### src/rtl/spi_sniffer_sync_pkg.sv
// Shared definitions for the SPI sniffer: config bit positions, FSM encodings
// and the shift-in helper used by the byte assembler.
package spi_sniffer_sync_pkg;

    localparam logic SNIF_IDLE   = 1'b0;
    localparam logic SNIF_ACTIVE = 1'b1;

    typedef enum logic {
        StIdle   = SNIF_IDLE,
        StActive = SNIF_ACTIVE
    } snif_state_e;

    // Bit positions inside the latched configuration vector.
    localparam int unsigned CFG_CPOL      = 0;
    localparam int unsigned CFG_CPHA      = 1;
    localparam int unsigned CFG_LSB_FIRST = 2;
    localparam int unsigned CFG_CS_HIGH   = 3;
    localparam int unsigned CFG_SRC_MISO  = 4;
    localparam int unsigned CFG_W         = 5;

    localparam logic [7:0] BYTE_CNT_MAX = 8'hFF;
    localparam logic [2:0] LAST_BIT     = 3'd7;

    function automatic logic [7:0] shift_in(input logic [7:0] cur, input logic d,
                                            input logic lsb_first);
        return lsb_first ? {d, cur[7:1]} : {cur[6:0], d};
    endfunction

endpackage

### src/rtl/spi_sniffer_sync_edge_det.sv
// Multi-flop synchronizer for one asynchronous pin, followed by a registered
// edge detector. level_o, rise_o and fall_o are mutually cycle-aligned.
module spi_sniffer_sync_edge_det #(
    parameter int unsigned SYNC_STAGES = 2
) (
    input  logic clk,
    input  logic reset_i,
    input  logic d_i,
    output logic level_o,
    output logic rise_o,
    output logic fall_o
);

    logic [SYNC_STAGES-1:0] sync_q;
    logic                   dly_q;
    logic                   sync_lvl;

    assign sync_lvl = sync_q[SYNC_STAGES-1];

    // The synchronizer keeps tracking the pin through reset so that the bus
    // state is already settled when reset drops.
    always_ff @(posedge clk) begin
        sync_q <= {sync_q[SYNC_STAGES-2:0], d_i};
        dly_q  <= sync_lvl;
    end

    always_ff @(posedge clk) begin
        if (reset_i) begin
            rise_o <= 1'b0;
            fall_o <= 1'b0;
        end else begin
            rise_o <= sync_lvl & ~dly_q;
            fall_o <= ~sync_lvl & dly_q;
        end
    end

    assign level_o = dly_q;

endmodule

### src/rtl/spi_sniffer_sync.sv
// Passive SPI sniffer in the system clock domain: oversamples the bus pins,
// assembles bytes and strobes each one out for the IO decode trigger.
module spi_sniffer_sync #(
    parameter int unsigned SYNC_STAGES = 2
) (
    input  logic       clk,
    input  logic       reset_i,
    input  logic       enable_i,
    input  logic       cfg_cpol_i,
    input  logic       cfg_cpha_i,
    input  logic       cfg_lsb_first_i,
    input  logic       cfg_cs_act_high_i,
    input  logic       cfg_src_miso_i,
    input  logic       sck_i,
    input  logic       cs_i,
    input  logic       mosi_i,
    input  logic       miso_i,
    output logic [7:0] data_o,
    output logic       data_rdy_o,
    output logic [7:0] byte_cnt_o,
    output logic       frame_err_o,
    output logic       cs_active_o
);

    import spi_sniffer_sync_pkg::*;

    snif_state_e       state_q;
    logic [CFG_W-1:0]  cfg_q;
    logic [CFG_W-1:0]  cfg_live;
    logic [2:0]        bit_cnt_q;
    logic [7:0]        shift_q;
    logic [7:0]        shift_nxt;

    logic src_sel, data_raw, cs_pol, cs_act, sample_edge;
    logic sck_rise, sck_fall, cs_level, data_level;
    logic unused_sck_level, unused_cs_rise, unused_cs_fall;
    logic unused_data_rise, unused_data_fall;

    always_comb begin
        cfg_live                = '0;
        cfg_live[CFG_CPOL]      = cfg_cpol_i;
        cfg_live[CFG_CPHA]      = cfg_cpha_i;
        cfg_live[CFG_LSB_FIRST] = cfg_lsb_first_i;
        cfg_live[CFG_CS_HIGH]   = cfg_cs_act_high_i;
        cfg_live[CFG_SRC_MISO]  = cfg_src_miso_i;
    end

    // While idle the live selects are used so the data synchronizer is already
    // carrying the right line by the time the frame starts.
    assign src_sel  = (state_q == StIdle) ? cfg_src_miso_i : cfg_q[CFG_SRC_MISO];
    assign cs_pol   = (state_q == StIdle) ? cfg_cs_act_high_i : cfg_q[CFG_CS_HIGH];
    assign data_raw = src_sel ? miso_i : mosi_i;

    spi_sniffer_sync_edge_det #(.SYNC_STAGES(SYNC_STAGES)) u_sck_det (
        .clk     (clk),
        .reset_i (reset_i),
        .d_i     (sck_i),
        .level_o (unused_sck_level),
        .rise_o  (sck_rise),
        .fall_o  (sck_fall)
    );

    spi_sniffer_sync_edge_det #(.SYNC_STAGES(SYNC_STAGES)) u_cs_det (
        .clk     (clk),
        .reset_i (reset_i),
        .d_i     (cs_i),
        .level_o (cs_level),
        .rise_o  (unused_cs_rise),
        .fall_o  (unused_cs_fall)
    );

    spi_sniffer_sync_edge_det #(.SYNC_STAGES(SYNC_STAGES)) u_data_det (
        .clk     (clk),
        .reset_i (reset_i),
        .d_i     (data_raw),
        .level_o (data_level),
        .rise_o  (unused_data_rise),
        .fall_o  (unused_data_fall)
    );

    assign cs_act      = cs_level ~^ cs_pol;
    assign sample_edge = (cfg_q[CFG_CPOL] ^ cfg_q[CFG_CPHA]) ? sck_fall : sck_rise;
    assign shift_nxt   = shift_in(shift_q, data_level, cfg_q[CFG_LSB_FIRST]);

    always_ff @(posedge clk) begin
        if (reset_i) begin
            state_q     <= StIdle;
            cfg_q       <= '0;
            bit_cnt_q   <= '0;
            shift_q     <= '0;
            data_o      <= '0;
            data_rdy_o  <= 1'b0;
            byte_cnt_o  <= '0;
            frame_err_o <= 1'b0;
            cs_active_o <= 1'b0;
        end else begin
            data_rdy_o  <= 1'b0;
            frame_err_o <= 1'b0;
            unique case (state_q)
                StIdle: begin
                    if (enable_i && cs_act) begin
                        state_q     <= StActive;
                        cfg_q       <= cfg_live;
                        bit_cnt_q   <= '0;
                        shift_q     <= '0;
                        byte_cnt_o  <= '0;
                        cs_active_o <= 1'b1;
                    end
                end
                StActive: begin
                    // Checked before the sample edge: cs release drops a
                    // coincident bit.
                    if (!enable_i || !cs_act) begin
                        state_q     <= StIdle;
                        cs_active_o <= 1'b0;
                        bit_cnt_q   <= '0;
                        frame_err_o <= (bit_cnt_q != 3'd0);
                    end else if (sample_edge) begin
                        shift_q <= shift_nxt;
                        if (bit_cnt_q == LAST_BIT) begin
                            bit_cnt_q  <= '0;
                            data_o     <= shift_nxt;
                            data_rdy_o <= 1'b1;
                            if (byte_cnt_o != BYTE_CNT_MAX) begin
                                byte_cnt_o <= byte_cnt_o + 8'd1;
                            end
                        end else begin
                            bit_cnt_q <= bit_cnt_q + 3'd1;
                        end
                    end
                end
                default: state_q <= StIdle;
            endcase
        end
    end

endmodule

### config.mk
export PLATFORM = sky130hd
export DESIGN_NAME = spi_sniffer_sync
export DESIGN_NICKNAME = d
export VERILOG_FILES = /design/src/rtl/spi_sniffer_sync_pkg.sv /design/src/rtl/spi_sniffer_sync_edge_det.sv /design/src/rtl/spi_sniffer_sync.sv
export SDC_FILE = /design/constraint.sdc
export NUM_CORES = 1
export LEC_CHECK = 0
export ABC_AREA = 1
export BUFFER_PORTS_ARGS = -buffer_cell sky130_fd_sc_hd__buf_2
export CAP_MARGIN = 20
export CORE_MARGIN = 2
export CORE_UTILIZATION = 55
export DETAILED_ROUTE_END_ITERATION = 10
export GPL_ROUTABILITY_DRIVEN = 1
export GPL_TIMING_DRIVEN = 0
export PLACE_DENSITY = 0.77
export SYNTH_ARGS = -nofsm -noshare
export SYNTH_HDL_FRONTEND = slang
export SYNTH_SLANG_ARGS = --single-unit
### constraint.sdc
create_clock -name clk -period 2.2 [get_ports clk]
set_input_delay 0.44 -clock clk [delete_from_list [all_inputs] [get_ports clk]]
set_output_delay 0.44 -clock clk [all_outputs]
set_load 0.03 [all_outputs]
==> qor.txt <==
Critical Path Most Common Cell = nand2_1
Worst Max-Slew Pin Slew = 0.510 ns
Final setup TNS = 0 ns
Fraction of layout cells with a size suffix above 1 = 0.190
Grt ovf = 0
DR iter-0 viols = 127
RSZ-0062 raised after global routing = no
Hold_buf cts = 0
Clock sinks = 47
Part of the power in registers = 0.512
Synthesized area = 2060 µm²
Avg Cell Area, Syn = 7.70 µm²
Post-synthesis cell count = 267
Core box area = 3630 µm²
Vias = 1806
Num CTS Buffers = 5
FF+latch count, synth = 47
Final Hold Fails = 0
Most frequent cells in the layout = 47 x nand2_1, 47 x dfxtp_1, 32 x a21oi_1
Area delta synth->final = 16.7%
Setup CP Type = register to register
Initial antenna violation count = 0
Clock Path Buffers = 2
Placer congestion estimate = 0.865
Critical path cell sequence = buf_6 > inv_4 > nand2_1 > nand2_1 > nand2_1 > nand3_4 > ha_1 > nor2_1 > nand2_2 > buf_2 > a21oi_1 > a21oi_1
Max Fclk = 500 MHz
Die area = 4250 µm²
Port Buffers = 30
Clock Pin Slew Worst Setup and Hold Paths = 0.08 ns
Lkg Pwr = 0.00104 µW
Fin crit share = 0.909
Final Core Density = 0.661
CP max stage cell = dfxtp_1
WP data required = 2.40 ns
Sw frac = 0.266
Die width = 65.2 µm
Largest net degree at the start of global routing = 14
Max VDD drop = 0.463 mV
Die Ht = 65.2 µm
CP max FO = 11
Area share of the largest cell type after synthesis = 0.457
Post-synth top area cell = dfxtp_1
CTS tree = done
Sum of buffers and inverters on the critical path = 3
Dominant cells by area after synthesis = dfxtp_1 46%, nand2_1 8.8%, a21oi_1 7.8%, inv_1 5.3%, ha_1 4.9%
Worst Hold Class = primary input to register
First-pass GRT wire length = 6.55 mm
DRC = 0
Row cnt = 22
CP endpoint kind = register
Switching Power = 481 µW
Worst stage delay on the critical path = 0.38 ns
Antenna viol nets, final = 0
DP Wirelength = 2.91 mm
Max_cap viols = 0
Wire per inst = 11.4 µm
Ant. Diodes = 0
Vias in the first global route = 1489
Final #Nets = 326
Root Buffer = clkbuf_8
Total GRT Usage = 0.202
Arrival time worst endpoint = 2.20 ns
Netlist cell types = 33
I/O pin total = 31
Initial Utilization = 0.566
Fin crit period = 2.00 ns
Vias/cell = 5.10
Relative slew slack = 0.660
Post-Route WL = 4.02 mm
DRT Pass-1 Iters = 4
Slew Limit Fails = 0
Clock power share = 0.338
Status = finished, final reports clean
Cell Pwr Density = 752 nW/µm²
Pint = 1330 µW
CP Launch Type = register
Later-pin clock latency in the skew report = 0.30 ns
Synth Net Count = 287
Layout Skew = 0.0115 ns
Post-synthesis sequential area ratio = 0.457
Ys Warns = 0
Top delay family on crit path = simple AND/OR/NAND/NOR gates
H-tree levels = 2
Combinational Power Share = 0.150
Setup violations, final = 0
power groups by stage:
stage / registers (µW) / logic, µW / clock network, µW
6_report: 924 / 271 / 611
5_1_grt: 930 / 306 / 655
4_1_cts: 924 / 255 / 619
3_5_place_dp: 944 / 254 / 0
3_3_place_gp: 942 / 250 / 0
2_1_floorplan: 947 / 184 / 0
Yosys cell counts, drive strengths merged:
| cell | number |
|---|---|
| inv | 32 |
| xnor2 | 2 |
| xor2 | 1 |
| or2 | 3 |
| buf | 3 |
| nor3 | 3 |
| o21bai | 1 |
| nand2 | 52 |
| a22oi | 4 |
| clkbuf | 5 |
| a21boi | 1 |
| a211oi | 1 |
| nand3 | 21 |
| a31oi | 1 |
| ha | 8 |
| clkinv | 1 |
| a21oi | 32 |
| nor3b | 1 |
| nor2 | 27 |
| nand4 | 3 |
| nand3b | 1 |
| o21ai | 17 |
| dfxtp | 47 |
layer usage:
layer  part of all wire  global-route usage  up-vias
met3              0.061              0.0651        7
met4              0.015              0.0703        0
met5                  0                   0        -
met2               0.45               0.308       49
met1               0.48               0.269      808
li1                   -                   -      942
sequential cells by signal, indices dropped and copies added, names as in the netlist, 2 cells and up:
name	flops
data_o	8
bit_cnt_q	3
u_cs_det.sync_q	2
shift_q	8
u_sck_det.sync_q	2
u_data_det.sync_q	2
byte_cnt_o	8
cfg_q	5
cells by family after synthesis:
logic type,after synthesis,share of synthesized area
simple gates,111,0.244
compound gates,57,0.155
flops,47,0.457
buf+inv,41,0.0821
fa+ha+maj,8,0.0487
xor+xnor,3,0.0128
stage by stage:
step | setup WS [ns] | std cells | hold WS, ns | instance area (µm²) | power (µW)
after floorplan | 0.370 | 267 | 0.310 | 2060 | 1130
after global placement | 0.0986 | 345 | 0.310 | 2270 | 1190
after detailed placement | 0.0697 | 345 | 0.314 | 2270 | 1200
after CTS | 0.0618 | 352 | 0.231 | 2370 | 1800
after global routing | 0.0299 | 354 | 0.220 | 2400 | 1890
final | 0.200 | 354 | 0.236 | 2400 | 1810
area by class of cell:
class | instances | area (µm²)
clock inverter | 1 | 30.0
buffer | 8 | 46.3
fill | 339 | 1230
tap | 48 | 60.1
sequential | 47 | 941
timing repair buffer | 32 | 165
multi-input combinational | 179 | 960
inverter | 33 | 126
clock buffer | 6 | 72.6
worst paths after layout:
path                                            from            endpoint  slack (ns)  cells after the start
worst min-delay path                            cs_i  u_cs_det.sync_q[0]        0.24                      1
worst min register to register  u_data_det.sync_q[1]  u_data_det.level_o        0.33                      0
worst max-delay path                         state_q          shift_q[7]        0.20                     12
worst max register to register               state_q          shift_q[7]        0.20                     12
timing repair:
action                     CTS  global route
buffers inserted             0             2
resized for setup            0             5
setup endpoints to repair    0            11
(Power assumes the default switching activity.)
